## src/rtl/dino_jump_ctrl.sv

```systemverilog
`default_nettype none
// ============================================================================
//  Module      : dino_jump_ctrl
//  Description : Jump physics controller for a side-scrolling runner sprite.
//                Synchronises the jump button, detects presses, and steps a
//                GROUND/RISE/FALL trajectory once per video frame. It also
//                counts completed landings.
//  Revision    : 1.0 - initial release
// ============================================================================
module dino_jump_ctrl #(
    parameter logic [9:0] GROUND_Y = 10'd400,
    parameter logic [9:0] X_POS    = 10'd80,
    parameter logic [5:0] V0       = 6'd16,
    parameter logic [5:0] GRAVITY  = 6'd1,
    parameter logic [5:0] VMAX     = 6'd16
) (
    input  logic       clk,
    input  logic       reset,
    input  logic       frame_tick,
    input  logic       jump_btn,
    input  logic       freeze,
    output logic [9:0] x_desired,
    output logic [9:0] y_desired,
    output logic       airborne,
    output logic [7:0] jump_count
);

    typedef enum logic [1:0] {
        ST_GROUND = 2'd0,
        ST_RISE   = 2'd1,
        ST_FALL   = 2'd2
    } state_t;

    localparam logic [1:0] c_SETTLED = 2'd2;

    // Button synchroniser and edge detector state
    logic        r_sync1;
    logic        r_sync2;
    logic        r_btn_prev;
    logic [1:0]  r_settle_cnt;

    // Jump state
    state_t      r_state;
    logic        r_pending;
    logic [5:0]  r_vel;
    logic [9:0]  r_y;
    logic        r_airborne;
    logic [7:0]  r_jump_count;

    // Combinational helpers
    logic        w_settled;
    logic        w_btn_edge;
    logic        w_step;
    logic [9:0]  w_rise_y;
    logic        w_rise_done;
    logic [6:0]  w_fall_sum;
    logic [5:0]  w_fall_vn;
    logic [10:0] w_fall_ysum;
    logic        w_fall_land;

    // The synchroniser holds zeros out of reset, so for two clocks its output
    // does not reflect the real button. Edges are ignored until it has filled.
    // r_btn_prev is held high until then, so a button held through reset
    // looks like "already pressed" rather than a fresh press.
    assign w_settled  = (r_settle_cnt == c_SETTLED);
    assign w_btn_edge = w_settled & r_sync2 & ~r_btn_prev;

    // Physics only advances on an unfrozen frame tick
    assign w_step = frame_tick & ~freeze;

    // Rising: move up by vel, never above row 0. Apex is reached once the
    // velocity can no longer absorb a full gravity step.
    assign w_rise_y    = ({4'd0, r_vel} > r_y) ? 10'd0 : (r_y - {4'd0, r_vel});
    assign w_rise_done = (r_vel <= GRAVITY);

    // Falling: accelerate up to the terminal velocity. The landing test is
    // done one bit wider so a large step near the bottom cannot wrap.
    assign w_fall_sum  = {1'b0, r_vel} + {1'b0, GRAVITY};
    assign w_fall_vn   = (w_fall_sum > {1'b0, VMAX}) ? VMAX : w_fall_sum[5:0];
    assign w_fall_ysum = {1'b0, r_y} + {5'd0, w_fall_vn};
    assign w_fall_land = (w_fall_ysum >= {1'b0, GROUND_Y});

    // Two-flop button synchroniser, settle counter and edge history
    always_ff @(posedge clk or negedge reset) begin
        if (!reset) begin
            r_sync1      <= 1'b0;
            r_sync2      <= 1'b0;
            r_btn_prev   <= 1'b1;
            r_settle_cnt <= 2'd0;
        end else begin
            r_sync1    <= jump_btn;
            r_sync2    <= r_sync1;
            r_btn_prev <= w_settled ? r_sync2 : 1'b1;
            if (!w_settled) begin
                r_settle_cnt <= r_settle_cnt + 2'd1;
            end
        end
    end

    // Jump FSM: state, velocity, height, airborne flag, pending press, landings
    always_ff @(posedge clk or negedge reset) begin
        if (!reset) begin
            r_state      <= ST_GROUND;
            r_pending    <= 1'b0;
            r_vel        <= 6'd0;
            r_y          <= GROUND_Y;
            r_airborne   <= 1'b0;
            r_jump_count <= 8'd0;
        end else if (freeze) begin
            // Game over: everything holds, and any press is forgotten
            r_pending <= 1'b0;
        end else begin
            case (r_state)
                ST_GROUND: begin
                    if (w_step && (r_pending || w_btn_edge)) begin
                        // Launch; a press in this very cycle counts too
                        r_state    <= ST_RISE;
                        r_vel      <= V0;
                        r_y        <= GROUND_Y;
                        r_airborne <= 1'b1;
                        r_pending  <= 1'b0;
                    end else if (w_btn_edge) begin
                        r_pending <= 1'b1;
                    end
                end
                ST_RISE: begin
                    // Presses while in the air are dropped (no double jump)
                    r_pending <= 1'b0;
                    if (w_step) begin
                        r_y <= w_rise_y;
                        if (w_rise_done) begin
                            r_vel   <= 6'd0;
                            r_state <= ST_FALL;
                        end else begin
                            r_vel <= r_vel - GRAVITY;
                        end
                    end
                end
                ST_FALL: begin
                    r_pending <= 1'b0;
                    if (w_step) begin
                        if (w_fall_land) begin
                            r_y        <= GROUND_Y;
                            r_vel      <= 6'd0;
                            r_state    <= ST_GROUND;
                            r_airborne <= 1'b0;
                            if (r_jump_count != 8'hFF) begin
                                r_jump_count <= r_jump_count + 8'd1;
                            end
                        end else begin
                            r_y   <= w_fall_ysum[9:0];
                            r_vel <= w_fall_vn;
                        end
                    end
                end
                default: begin
                    r_state    <= ST_GROUND;
                    r_vel      <= 6'd0;
                    r_y        <= GROUND_Y;
                    r_airborne <= 1'b0;
                    r_pending  <= 1'b0;
                end
            endcase
        end
    end

    assign x_desired  = X_POS;
    assign y_desired  = r_y;
    assign airborne   = r_airborne;
    assign jump_count = r_jump_count;

endmodule
`default_nettype wire

```

## config.mk

```make
export PLATFORM = sky130hd
export DESIGN_NAME = dino_jump_ctrl
export DESIGN_NICKNAME = d
export VERILOG_FILES = /design/src/rtl/dino_jump_ctrl.sv
export SDC_FILE = /design/constraint.sdc
export NUM_CORES = 1
export LEC_CHECK = 0
export BUFFER_PORTS_ARGS = -buffer_cell sky130_fd_sc_hd__buf_4
export CORE_UTILIZATION = 32
export CTS_CLUSTER_DIAMETER = 100
export CTS_CLUSTER_SIZE = 20
export DETAILED_ROUTE_END_ITERATION = 10
export SLEW_MARGIN = 5
export SYNTH_ARGS = -nofsm -noshare
export SYNTH_HDL_FRONTEND = slang
export SYNTH_SLANG_ARGS = --single-unit
```

## constraint.sdc

```tcl
create_clock -name clk -period 4.7 [get_ports clk]
set_clock_uncertainty 0.2 [all_clocks]
set_input_delay 0.47 -clock clk [delete_from_list [all_inputs] [get_ports clk]]
set_output_delay 0.47 -clock clk [all_outputs]
set_load 0.005 [all_outputs]
```

# Word-level counts from Yosys, hierarchy flattened
# Cells that the tools add are included.
[totals] inputBits=5 out_inout_bits=29 wordCells=71 register_bits=33
[op_classes] n_lt_le_gt_ge=4 eq_ne=10 addsub=6 mux=28 reduce_logical=7 bitwise=6
[op_table] cell="two-way mux 10 bit" count=5
[op_table] cell="two-way mux 6 bit" count=6
[op_table] cell="one-hot mux 10 bit (3 select lines)" count=1
[op_table] cell="one-hot mux 6 bit (3 select lines)" count=1
[op_table] cell="adder 10 x 6 -> 11 bit" count=1
[op_table] cell=">= comparator 11 x 9 -> 1 bit, second input constant" count=1
[op_table] cell="> comparator 6 x 10 -> 1 bit" count=1
[op_table] cell="two-way mux 2 bit" count=5
[op_table] cell="!= test 2 bit, second input constant" count=5
[op_table] cell="AND reduction 5 bit" count=2
[op_table] cell="subtractor 10 x 6 -> 10 bit" count=1
[op_table] cell="adder 8 x 1 -> 8 bit, second input constant" count=1
[op_table] cell="two-way mux 1 bit" count=8
[op_table] cell="!= test 8 bit, second input constant" count=1
[op_table] cell="adder 6 x 1 -> 7 bit, second input constant" count=1
[op_table] cell="> comparator 7 x 5 -> 1 bit, second input constant" count=1
[op_table] cell="less-or-equal comparator 6 x 1 -> 1 bit, second input constant" count=1
[op_table] cell="one-hot mux 2 bit (3 select lines)" count=1
[op_table] cell="AND reduction 6 bit" count=1
[op_table] cell="subtractor 6 x 1 -> 6 bit, second input constant" count=1
[op_table] cell="equality test 2 bit, second input constant" count=2
[op_table] cell="!= test 4 bit, second input constant" count=1
[op_table] cell="AND reduction 4 bit" count=1
[op_table] cell="bitwise AND 1 bit" count=3
[op_table] cell="7 further kinds" count=9

# Logic depth before layout (Yosys ltp)
# Gate-level depths: netlist of the first run.
[logic_depth] depth_word=8 ltp_mapped=18 ltp_nobuf=16

# Least setup slack after synthesis of the first run
# No wires, ideal clock.
[synth_path] path_type="register to register" from="register r_vel[0]" to="register r_vel[4]" period_less_slack_ns=4.304 path_slack_ns=0.396 setup_ns=0.121 required_ns=4.379 arrival_ns=3.983 stages_incl_launch_ff=19 path_buffers=3 path_cell_list="dfrtp_1 ha_1 and2_4 a31o_1 o32ai_1 buf_4 nor2_1 ha_1 clkbuf_1 a21o_1 a21oi_1 o21ai_0 a32oi_1 xnor2_1 o311a_4 nor3b_2 buf_6 a221o_1 a22o_1"
[synth_between] elab_chain_len=8 elab_cells_between_ends=12 cone_classes="3 x add/sub; 3 x order compare; 6 x mux"
[synth_lines] item="start: declaration" line="45" source="logic [5:0] r_vel;"
[synth_lines] item="start signal: assignment" line="135" source="r_vel <= r_vel - GRAVITY;"
[synth_lines] item="start signal: assignment" line="152" source="r_vel <= w_fall_vn;"
[synth_lines] item="adder 6 x 1 -> 7 bit" line="78" source="assign w_fall_sum = {1'b0, r_vel} + {1'b0, GRAVITY};"
[synth_lines] item="> comparator 7 x 5 -> 1 bit" line="79" source="assign w_fall_vn = (w_fall_sum > {1'b0, VMAX}) ? VMAX : w_fall_sum[5:0];"
[synth_lines] item="two-way mux 6 bit" line="79"
[synth_lines] item="adder 10 x 6 -> 11 bit" line="80" source="assign w_fall_ysum = {1'b0, r_y} + {5'd0, w_fall_vn};"
[synth_lines] item=">= comparator 11 x 9 -> 1 bit" line="81" source="assign w_fall_land = (w_fall_ysum >= {1'b0, GROUND_Y});"
[synth_lines] item="two-way mux 6 bit" line="142" source="if (w_fall_land) begin"
[synth_lines] item="two-way mux 6 bit" line="141" source="if (w_step) begin"
[synth_lines] item="one-hot mux 6 bit (3 select lines) (*)" line="113" source="case (r_state)"
# Every way passes the cells marked *; elsewhere a longest branch is shown, timed or not. The select of a mux whose other input is x is not followed.
# A chain may end at the register's enable or synchronous reset.

# Worst setup path after layout of the first run
[layout_path] from="register r_vel[0]" to="register r_state[0]"
[layout_between] elab_chain_len=7 elab_cells_between_ends=9 cone_classes="2 x add/sub; 3 x order compare; 2 x eq/ne; 1 x mux; 1 x reduce/logical"
[layout_lines] item="adder 6 x 1 -> 7 bit" line="78"
[layout_lines] item="> comparator 7 x 5 -> 1 bit" line="79"
[layout_lines] item="two-way mux 6 bit" line="79"
[layout_lines] item="adder 10 x 6 -> 11 bit" line="80"
[layout_lines] item=">= comparator 11 x 9 -> 1 bit" line="81"
[layout_lines] item="!= test 2 bit (no source line)"
[layout_lines] item="AND reduction 6 bit (no source line) (*)"
[layout_lines] item="end signal: assignment" line="103" source="r_state <= ST_GROUND;"
[layout_lines] item="end signal: assignment" line="117" source="r_state <= ST_RISE;"
[layout_lines] item="end signal: assignment" line="133" source="r_state <= ST_FALL;"
[layout_lines] item="end: declaration" line="43" source="state_t r_state;"
# Every way passes the cells marked *; elsewhere a longest branch is shown, timed or not.

==> flow_metrics.py, run 1 <==
metrics = {
    "pwr": {
        "powerDensity_mw_per_mm2": 688,
        "switchingPower_mw": 1.02,
        "p_sw_frac": 0.473,
        "p_clk_frac": 0.133,
        "p_int_mw": 1.14,
        "p_leak_nw": 1.43,
        "combPwrFrac": 0.636,
        "peakVddDrop_mv": 0.348,
        "pwr-share-seq": 0.231,
    },
    "layout": {
        "area_delta_synth_final_pct": 14.7,
        "nNetsFinal": 364,
        "most-common-layout-cells": "buf_4, dfrtp_1, nor2_1",
        "drive_above_1_share": 0.187,
        "multi_input_area_sq_mm": 0.00175,
        "final_common_cell": "buf_4",
        "seqCellArea_sq_um": 831,
        "n_antenna_cell": 0,
        "nFillCells": 855,
        "fin_util": 0.380,
    },
    "yosys": {
        "async_reset_ff_frac": 1.00,
        "synth_top_cell_by_area": "dfrtp_1",
        "synth_area_sq_mm": 0.00274,
        "syn_inst": 309,
        "yosysWarnings": 0,
        "synth_top_area_frac": 0.265,
        "avgSynthCellArea_sq_um": 8.86,
        "synth_seq_area_share": 0.304,
        "synth_cell_type_count": 67,
        "synth_area_leaders": "dfrtp_1, ha_1, dfstp_2, xnor2_1, nor2_1",
        "synth-main-ff-cell": "dfrtp_1",
        "ys_ff_latch": 33,
        "synth-edff-count": 0,
    },
    "sta": {
        "min_period_ns": 4.48,
        "clock.fmax_ghz": 0.223,
        "slew_violations": 0,
        "min_period_over_period": 0.952,
        "grt_setup_unrepaired": "no",
        "slew_headroom": 0.565,
        "hold_violations": 0,
        "tns_ns": 0,
        "worst_pin_slew_ns": 0.651,
        "setup_violations": 0,
    },
    "critical_path": {
        "r2r_end": "r_state[0]",
        "worst-path-max-fanout": 7,
        "endpoint_kind": "flip-flop",
        "reg2reg_setup_slack_ns": 0.22,
        "arrival_ns": 4.45,
        "ff2ff_path_depth": 16,
        "setup.worst_path.start_class": "flip-flop",
        "critPathRequiredTime_ns": 4.67,
        "crit_type": "flip-flop to flip-flop",
        "rr_startpoint": "r_vel[0]",
    },
    "worst_hold_path": {
        "hp-start": "jump_btn",
        "hold_path.class": "input port to flip-flop",
        "whs_endpoint": "r_sync1",
        "holdPathStages": 1,
    },
    "drt": {
        "met2_length_mm": 3.09,
        "top_layer": "met4",
        "drc": 0,
        "drt_iter0_markers": 177,
        "ant_nets": 0,
        "vias": 2397,
        "via_per_inst": 5.42,
        "wl_met1_mm": 3.19,
        "wl_per_cell_microns": 15.1,
        "wl_mm": 6.68,
        "met3_length_microns": 277,
        "first_pass_iters": 7,
    },
    "place": {
        "gp_congestion": 0.887,
        "port_buffers": 23,
        "dp_hpwl_mm": 5.06,
    },
    "cts": {
        "cts.sinks": 33,
        "clock_latency_ns": 0.30,
        "htree_levels": 2,
        "cts_root_buffer": "clkbuf_8",
        "cts_tree": "built",
        "cts.reportedPaths.clkPinSlew_ns": 0.08,
        "cts_made_buffers": 5,
        "clockBufferDepth": 2,
    },
    "floorplanning": {
        "die_y_microns": 94.5,
        "die_area_sq_mm": 0.00892,
        "core_area_sq_mm": 0.00826,
        "rows": 33,
        "io_pins": 34,
        "die_w_microns": 94.5,
        "initial_core_util": 0.331,
    },
    "outcome": {
        "status": "finished, final reports clean",
    },
    "grt": {
        "grt_max_degree": 34,
        "grtUsageTotal": 0.161,
        "grt_pass1_vias": 2284,
        "antenna_found_initial": 0,
        "grt-ovfl-total": 0,
        "grt_pass1_wl_mm": 11.3,
    },
    "flow_run": {
        "cap_violations": 0,
    },
}
-- area by class of cell --
class,count,share of cell area
clock inverters,2,0.0120
repair buffers,32,0.0773
clock buffers,6,0.0263
flip-flops and latches,33,0.265
well taps,105,0.0418
multi-input cells,247,0.558
inverters,17,0.0203
-- logic make-up (layout without fill, tap and decap cells) --
| family | Yosys count | count (layout) | share of synthesized area |
|---|---|---|---|
| xor+xnor | 17 | 17 | 0.0544 |
| flops | 33 | 33 | 0.304 |
| mux | 5 | 5 | 0.0219 |
| buf+inv | 38 | 57 | 0.0727 |
| fa+ha+maj | 23 | 23 | 0.108 |
| compound gates | 88 | 88 | 0.237 |
| other cells | 2 | 11 | 0.00274 |
| simple gates | 103 | 103 | 0.199 |
-- worst max-delay path by stage --
stage               slack (ns)     start          to  cells after the start
floorplan                 0.40  r_vel[0]    r_vel[4]                     18
global placement          0.31  r_vel[0]  r_state[0]                     18
detailed placement        0.18  r_vel[0]    r_vel[4]                     17
CTS                       0.16  r_vel[0]  r_state[0]                     18
global route              0.02  r_vel[0]  r_state[0]                     18
finish                    0.22  r_vel[0]  r_state[0]                     16
-- critical path, cell delays in order, from the launching register on --
cell and delay, ns:
dfrtp_1 0.39, ha_1 0.30, or3b_1 0.37, a21oi_1 0.23, o32ai_2 0.15, buf_4 0.17, nor2_1 0.21, ha_1 0.36
and3_1 0.23, and3_1 0.23, a31oi_4 0.24, xnor2_1 0.10, o311a_4 0.39, nor3b_2 0.23, buf_4 0.20, nor3_4 0.05
mux2_4 0.31
-- state kept, by name, indices dropped and copies added, names as in the netlist, 2 cells and up --
| register | flops |
|---|---|
| r_state | 2 |
| r_settle_cnt | 2 |
| r_vel | 6 |
| jump_count | 8 |
| y_desired | 10 |
-- what timing repair did --
action,in CTS,in global routing
setup endpoints to repair,0,15
endpoints found under the hold margin,29,0
resized for setup,0,3
hold buffers,1,0
buffers inserted,0,0
-- power by group through the flow --
| stage | Combinational (mW) | Sequential, mW | Clock (mW) |
|---|---|---|---|
| 3_3_place_gp | 1.33 | 0.503 | 0 |
| 5_1_grt | 1.52 | 0.514 | 0.305 |
| 6_report | 1.37 | 0.498 | 0.288 |
| 3_5_place_dp | 1.34 | 0.502 | 0 |
| 4_1_cts | 1.35 | 0.497 | 0.297 |
| 2_1_floorplan | 1.03 | 0.449 | 0 |
-- cell usage after synthesis, drive strengths merged (4+ instances only) --
library cell	n
dfrtp	29
a31oi	6
xnor2	11
nor3	12
dfstp	4
o211ai	4
nand3	11
inv	17
a21oi	14
o21ai	19
clkbuf	5
nor2	25
and3	5
o21a	4
a221o	6
ha	22
nor2b	5
xor2	6
a21o	5
buf	16
o31ai	5
mux2	5
nand2	22
-- per-layer routing --
metal  up-vias  global-route usage
li1       1161                   -
met1      1158               0.219
met2        66               0.258
met3        12              0.0233
met4         0              0.0606
met5         -                   0
-- metrics by stage --
step / cell area [sq um] / instances / hold WS (ns) / power [mW] / setup WS, ns
after floorplan: 2770 / 318 / -0.0256 / 1.48 / 0.396
after global placement: 3000 / 433 / 0.139 / 1.84 / 0.311
after detailed placement: 3000 / 433 / 0.143 / 1.84 / 0.181
after CTS: 3130 / 442 / 0.0683 / 2.14 / 0.156
after global routing: 3140 / 442 / 0.0658 / 2.34 / 0.0166
final: 3140 / 442 / 0.0819 / 2.16 / 0.224
(Power assumes the default switching activity.)
==> inputs of run 2 (changes only) <==
--- a/config.mk
+++ b/config.mk
@@ -8,7 +8,7 @@
 export BUFFER_PORTS_ARGS = -buffer_cell sky130_fd_sc_hd__buf_4
 export CORE_UTILIZATION = 32
 export CTS_CLUSTER_DIAMETER = 100
-export CTS_CLUSTER_SIZE = 20
+export CTS_CLUSTER_SIZE = 10
 export DETAILED_ROUTE_END_ITERATION = 10
 export SLEW_MARGIN = 5
 export SYNTH_ARGS = -nofsm -noshare
==> constraint.sdc (replaced) <==
create_clock -name clk -period 4.64 [get_ports clk]
set_clock_uncertainty 0.2 [all_clocks]
set_input_delay 0.464 -clock clk [delete_from_list [all_inputs] [get_ports clk]]
set_output_delay 0.464 -clock clk [all_outputs]
set_load 0.005 [all_outputs]
==> run 2 against run 1 <==
  * Global-route usage fell by 0.068 points
  * Worst hold slack lost 0.011 ns
  * Critical endpoint unchanged
  * Die area did not move
  * Critical path depth grew 1
  * Cell area down 0.12%
  * First-iteration DRC count is 14% lower
  * Fmax is 1.5% higher
  * Critical path type unchanged
  * Largest power group unchanged
  * Flip-flop and latch count stayed put
==> flow_metrics.py, run 2 (synthesis gave the netlist of run 1 again) <==
metrics = {
    "critical_path": {
        "worst-path-max-fanout": 11,
        "ff2ff_path_depth": 17,
        "cp_slowest_cell": "o311a_4",
        "r2r_end": "r_state[0]",
        "arrival_ns": 4.39,
        "critPathRequiredTime_ns": 4.62,
        "crit_type": "flip-flop to flip-flop",
        "rr_startpoint": "r_vel[0]",
        "crit_start": "r_vel[0]",
        "max_stage_delay_ns": 0.39,
        "cp_cell_sequence": "buf_4, ha_1, or3b_1, a21oi_2, o32ai_2, buf_4, nor2_1, ha_1, and3_1, and3_1, a31oi_4, xnor2_1, o311a_4, nor3b_2, buf_4, nor3_4, mux2_4",
        "setup.worst_path.start_class": "flip-flop",
        "endpoint": "r_state[0]",
        "reg2reg_setup_slack_ns": 0.23,
        "path_common_cell": "buf_4",
        "endpoint_kind": "flip-flop",
    },
    "cts": {
        "htree_levels": 2,
        "cts.reportedPaths.clkPinSlew_ns": 0.08,
        "cts_made_buffers": 5,
        "cts_tree": "built",
        "clock_latency_ns": 0.30,
        "cts.sinks": 33,
        "cts_root_buffer": "clkbuf_8",
        "clockBufferDepth": 2,
        "postCtsSetupRepairBufs": 0,
    },
    "grt": {
        "grtUsageTotal": 0.160,
        "antenna_found_initial": 0,
        "grt_pass1_vias": 2294,
        "grt-ovfl-total": 0,
        "grt_pass1_wl_mm": 11.3,
        "grt_max_degree": 34,
    },
    "layout": {
        "multi_input_area_sq_mm": 0.00175,
        "n_antenna_cell": 0,
        "fin_util": 0.380,
        "seqCellArea_sq_um": 831,
        "nNetsFinal": 364,
        "stdcell_area_sq_mm": 0.00314,
        "nFillCells": 841,
        "layout.cells.non_filler": 442,
        "area_delta_synth_final_pct": 14.6,
        "drive_above_1_share": 0.187,
        "most-common-layout-cells": "buf_4, dfrtp_1, nor2_1",
        "final_common_cell": "buf_4",
        "largest_reg_flops": 10,
    },
    "sta": {
        "slew_violations": 0,
        "fin_ws_ns": 0.228,
        "fin_hold_ws_ns": 0.0711,
        "hold_violations": 0,
        "clock.fmax_ghz": 0.227,
        "worst_pin_slew_ns": 0.659,
        "slew_headroom": 0.559,
        "grt_setup_unrepaired": "no",
        "min_period_over_period": 0.951,
        "tns_ns": 0,
        "setup_violations": 0,
        "min_period_ns": 4.41,
    },
    "drt": {
        "drt_iter0_markers": 153,
        "wl_per_cell_microns": 15.0,
        "met2_length_mm": 3.12,
        "met3_length_microns": 314,
        "wl_mm": 6.63,
        "first_pass_iters": 4,
        "via_per_inst": 5.57,
        "top_layer": "met4",
        "vias": 2460,
        "ant_nets": 0,
        "wl_met1_mm": 3.07,
        "drc": 0,
    },
    "floorplanning": {
        "die_y_microns": 94.5,
        "initial_core_util": 0.331,
        "core_area_sq_mm": 0.00826,
        "die_w_microns": 94.5,
        "io_pins": 34,
        "die_area_sq_mm": 0.00892,
        "rows": 33,
    },
    "flow_run": {
        "cap_violations": 0,
    },
    "worst_hold_path": {
        "holdPathStages": 1,
        "hp-start": "jump_btn",
        "hold_path.class": "input port to flip-flop",
    },
    "pwr": {
        "power_mw": 2.17,
        "powerDensity_mw_per_mm2": 693,
        "p_leak_nw": 1.43,
        "peakVddDrop_mv": 0.375,
    },
    "place": {
        "gp_congestion": 0.887,
        "port_buffers": 23,
        "preCtsSetupSlack_ns": 0.150,
        "dp_cells": 433,
        "placed_area_sq_mm": 0.00300,
        "dp_hpwl_mm": 4.94,
    },
    "outcome": {
        "status": "finished, final reports clean",
    },
}
run 2: changes by cell type in the layout (fill, tap and decap cells not counted), sizes merged:
| cell | delta |
|---|---|
| clkbuf | -1 |
| clkinv | +1 |
run 2: worst min path at each step:
stage | to | slack (ns)
final | r_sync1 | 0.07
after global routing | r_sync1 | 0.06
after CTS | r_sync1 | 0.06
after detailed placement | r_sync2 | 0.14
after global placement | r_sync2 | 0.14
after floorplan | airborne | -0.03
run 2: timing repair:
action | in CTS | in global routing
hold buffers | 1 | 0
setup endpoints to repair | 0 | 16
hold endpoints to repair | 29 | 0
resized for setup | 0 | 3
run 2: report_power, final:
part,total (mW),switching (mW),internal (mW)
sequential,0.507,0.130,0.377
combinational,1.39,0.784,0.601
clock,0.282,0.121,0.161
run 2: area by class of cell:
class | instances | share of cell area
Tap cell | 105 | 0.0419
Clock buffer | 5 | 0.0219
Inverter | 17 | 0.0204
Multi-Input combinational cell | 247 | 0.559
Sequential cell | 33 | 0.265
Timing Repair Buffer | 32 | 0.0774
Clock inverter | 3 | 0.0148
run 2: metal layers:
layer | up-vias | global-route usage
li1 | 1167 | -
met1 | 1202 | 0.221
met2 | 76 | 0.248
met3 | 15 | 0.0314
met4 | 0 | 0.0606
met5 | - | 0
run 2: worst max-delay path: cells and delay by family, from the launching register on:
family	cells	cell delay, ns
xor+xnor	1	0.10
compound gates	4	0.94
simple gates	6	1.30
flops	1	0.35
fa+ha+maj	2	0.54
buf+inv	3	0.57
mux	1	0.31
==> inputs of run 3 (changes only) <==
==> constraint.sdc (replaced) <==
create_clock -name clk -period 5.2 [get_ports clk]
set_clock_uncertainty 0.2 [all_clocks]
set_input_delay 0.52 -clock clk [delete_from_list [all_inputs] [get_ports clk]]
set_output_delay 0.52 -clock clk [all_outputs]
set_load 0.005 [all_outputs]
==> run 3 against run 2 <==
  * Sequential share of layout area grew 0.42 points
  * Worst hold slack gained 0.056 ns
  * First-iteration DRC count grew 13%
  * Utilization shrank 0.59 points
  * Via count shrank 1.6%
  * Non-clock buffer count shrank 5
  * Fmax shrank 9.3%
  * Register-to-register slack gained 0.11 ns
  * Cell count shrank 1.1%
  * Largest cell class unchanged
==> flow_metrics.py, run 3 (synthesis gave the netlist of run 1 again) <==
metrics = {
    "critical_path": {
        "crit_type": "flip-flop to flip-flop",
        "critPathRequiredTime_ns": 5.19,
        "setup.worst_path.start_class": "flip-flop",
        "worst-path-max-fanout": 12,
        "arrival_ns": 4.85,
        "endpoint_kind": "flip-flop",
    },
    "sta": {
        "slew_headroom": 0.554,
        "hold_violations": 0,
        "min_period_over_period": 0.935,
        "min_period_ns": 4.86,
        "clock.fmax_ghz": 0.206,
        "slew_violations": 0,
        "setup_violations": 0,
        "grt_setup_unrepaired": "no",
        "fin_hold_ws_ns": 0.127,
        "worst_pin_slew_ns": 0.667,
        "tns_ns": 0,
    },
    "cts": {
        "clockBufferDepth": 2,
        "cts_made_buffers": 5,
        "cts.reportedPaths.clkPinSlew_ns": 0.08,
        "cts_root_buffer": "clkbuf_8",
        "postCtsSetupRepairBufs": 0,
        "cts_tree": "built",
        "cts.sinks": 33,
        "htree_levels": 2,
        "clock_latency_ns": 0.30,
    },
    "grt": {
        "antenna_found_initial": 0,
        "grtUsageTotal": 0.161,
        "grt_pass1_vias": 2250,
        "grt-ovfl-total": 0,
        "grt_max_degree": 34,
        "grt_pass1_wl_mm": 11.2,
    },
    "drt": {
        "via_per_inst": 5.54,
        "wl_per_cell_microns": 15.5,
        "drc": 0,
        "drt_iter0_markers": 173,
        "first_pass_iters": 5,
        "ant_nets": 0,
        "vias": 2421,
        "wl_mm": 6.76,
    },
    "floorplanning": {
        "initial_core_util": 0.331,
        "core_area_sq_mm": 0.00826,
        "io_pins": 34,
        "die_area_sq_mm": 0.00892,
        "rows": 33,
        "die_y_microns": 94.5,
        "die_w_microns": 94.5,
    },
    "layout": {
        "area_delta_synth_final_pct": 12.8,
        "n_antenna_cell": 0,
        "most-common-layout-cells": "dfrtp_1, buf_4, nor2_1",
        "seqCellArea_sq_um": 831,
        "nFillCells": 864,
        "multi_input_area_sq_mm": 0.00174,
        "largest_reg_flops": 10,
        "nNetsFinal": 359,
        "final_common_cell": "dfrtp_1",
        "layout.cells.non_filler": 437,
        "drive_above_1_share": 0.169,
    },
    "place": {
        "port_buffers": 23,
        "dp_cells": 428,
        "gp_congestion": 0.880,
        "dp_hpwl_mm": 4.98,
    },
    "pwr": {
        "powerDensity_mw_per_mm2": 620,
        "p_leak_nw": 1.40,
        "power_mw": 1.91,
        "peakVddDrop_mv": 0.353,
    },
    "flow_run": {
        "cap_violations": 0,
    },
    "outcome": {
        "status": "finished, final reports clean",
    },
    "worst_hold_path": {
        "hold_path.class": "input port to flip-flop",
    },
}
-- run 3: path summary, 6_finish.rpt --
kind	startpoint	to	slack, ns	cells after the start
min in group asynchronous	reset	jump_count[3]	0.50	2
max reg2reg	r_vel[0]	r_state[0]	0.34	17
min reg2reg	r_sync1	r_sync2	0.16	0
min	jump_btn	r_sync1	0.13	1
max in group asynchronous	reset	y_desired[7]	3.96	2
max	r_vel[0]	r_state[0]	0.34	17
-- run 3: layer usage --
metal,vias to the layer above,part of all wire,global-route usage
met1,1179,0.49,0.226
met5,-,0,0
met4,0,0.017,0.0417
met2,70,0.46,0.251
li1,1159,-,-
met3,13,0.041,0.0330
-- run 3: final cells by class --
cell class	count	area share
clock inverter	3	0.0150
timing repair buffer	27	0.0665
tap	105	0.0426
inverter	17	0.0207
sequential	33	0.269
clock buffer	5	0.0223
multi-input combinational	247	0.564
-- run 3: repair_timing --
| item | CTS | global route |
|---|---|---|
| resized for setup | 0 | 0 |
| hold buffers | 1 | 0 |
| setup endpoints to repair | 0 | 0 |
| hold endpoints to repair | 29 | 0 |
-- run 3: critical path, stage by stage, from the launching register on --
cell	delay, ns
dfrtp_1	0.51
ha_1	0.36
and2_4	0.21
a31o_1	0.22
o32ai_1	0.29
buf_4	0.23
nor2_1	0.06
ha_1	0.39
a21o_1	0.20
a21oi_1	0.18
o21ai_0	0.20
a31oi_4	0.25
xnor2_1	0.10
o311a_4	0.39
nor3b_2	0.37
buf_4	0.23
nor3_4	0.05
mux2_4	0.31
-- run 3: power by group --
| part | internal [mW] | switching [mW] |
|---|---|---|
| logic | 0.510 | 0.680 |
| clock network | 0.144 | 0.112 |
| registers | 0.336 | 0.133 |
| total | 0.989 | 0.925 |
-- run 3: through the flow --
| step | utilization | cell area [sq um] | setup slack (ns) |
|---|---|---|---|
| 3_3_place_gp | 0.359 | 2960 | 0.562 |
| 6_report | 0.374 | 3090 | 0.335 |
| 4_1_cts | 0.374 | 3090 | 0.414 |
| 2_1_floorplan | - | 2770 | 0.896 |
| 5_1_grt | 0.374 | 3090 | 0.0379 |
| 3_5_place_dp | 0.359 | 2960 | 0.433 |
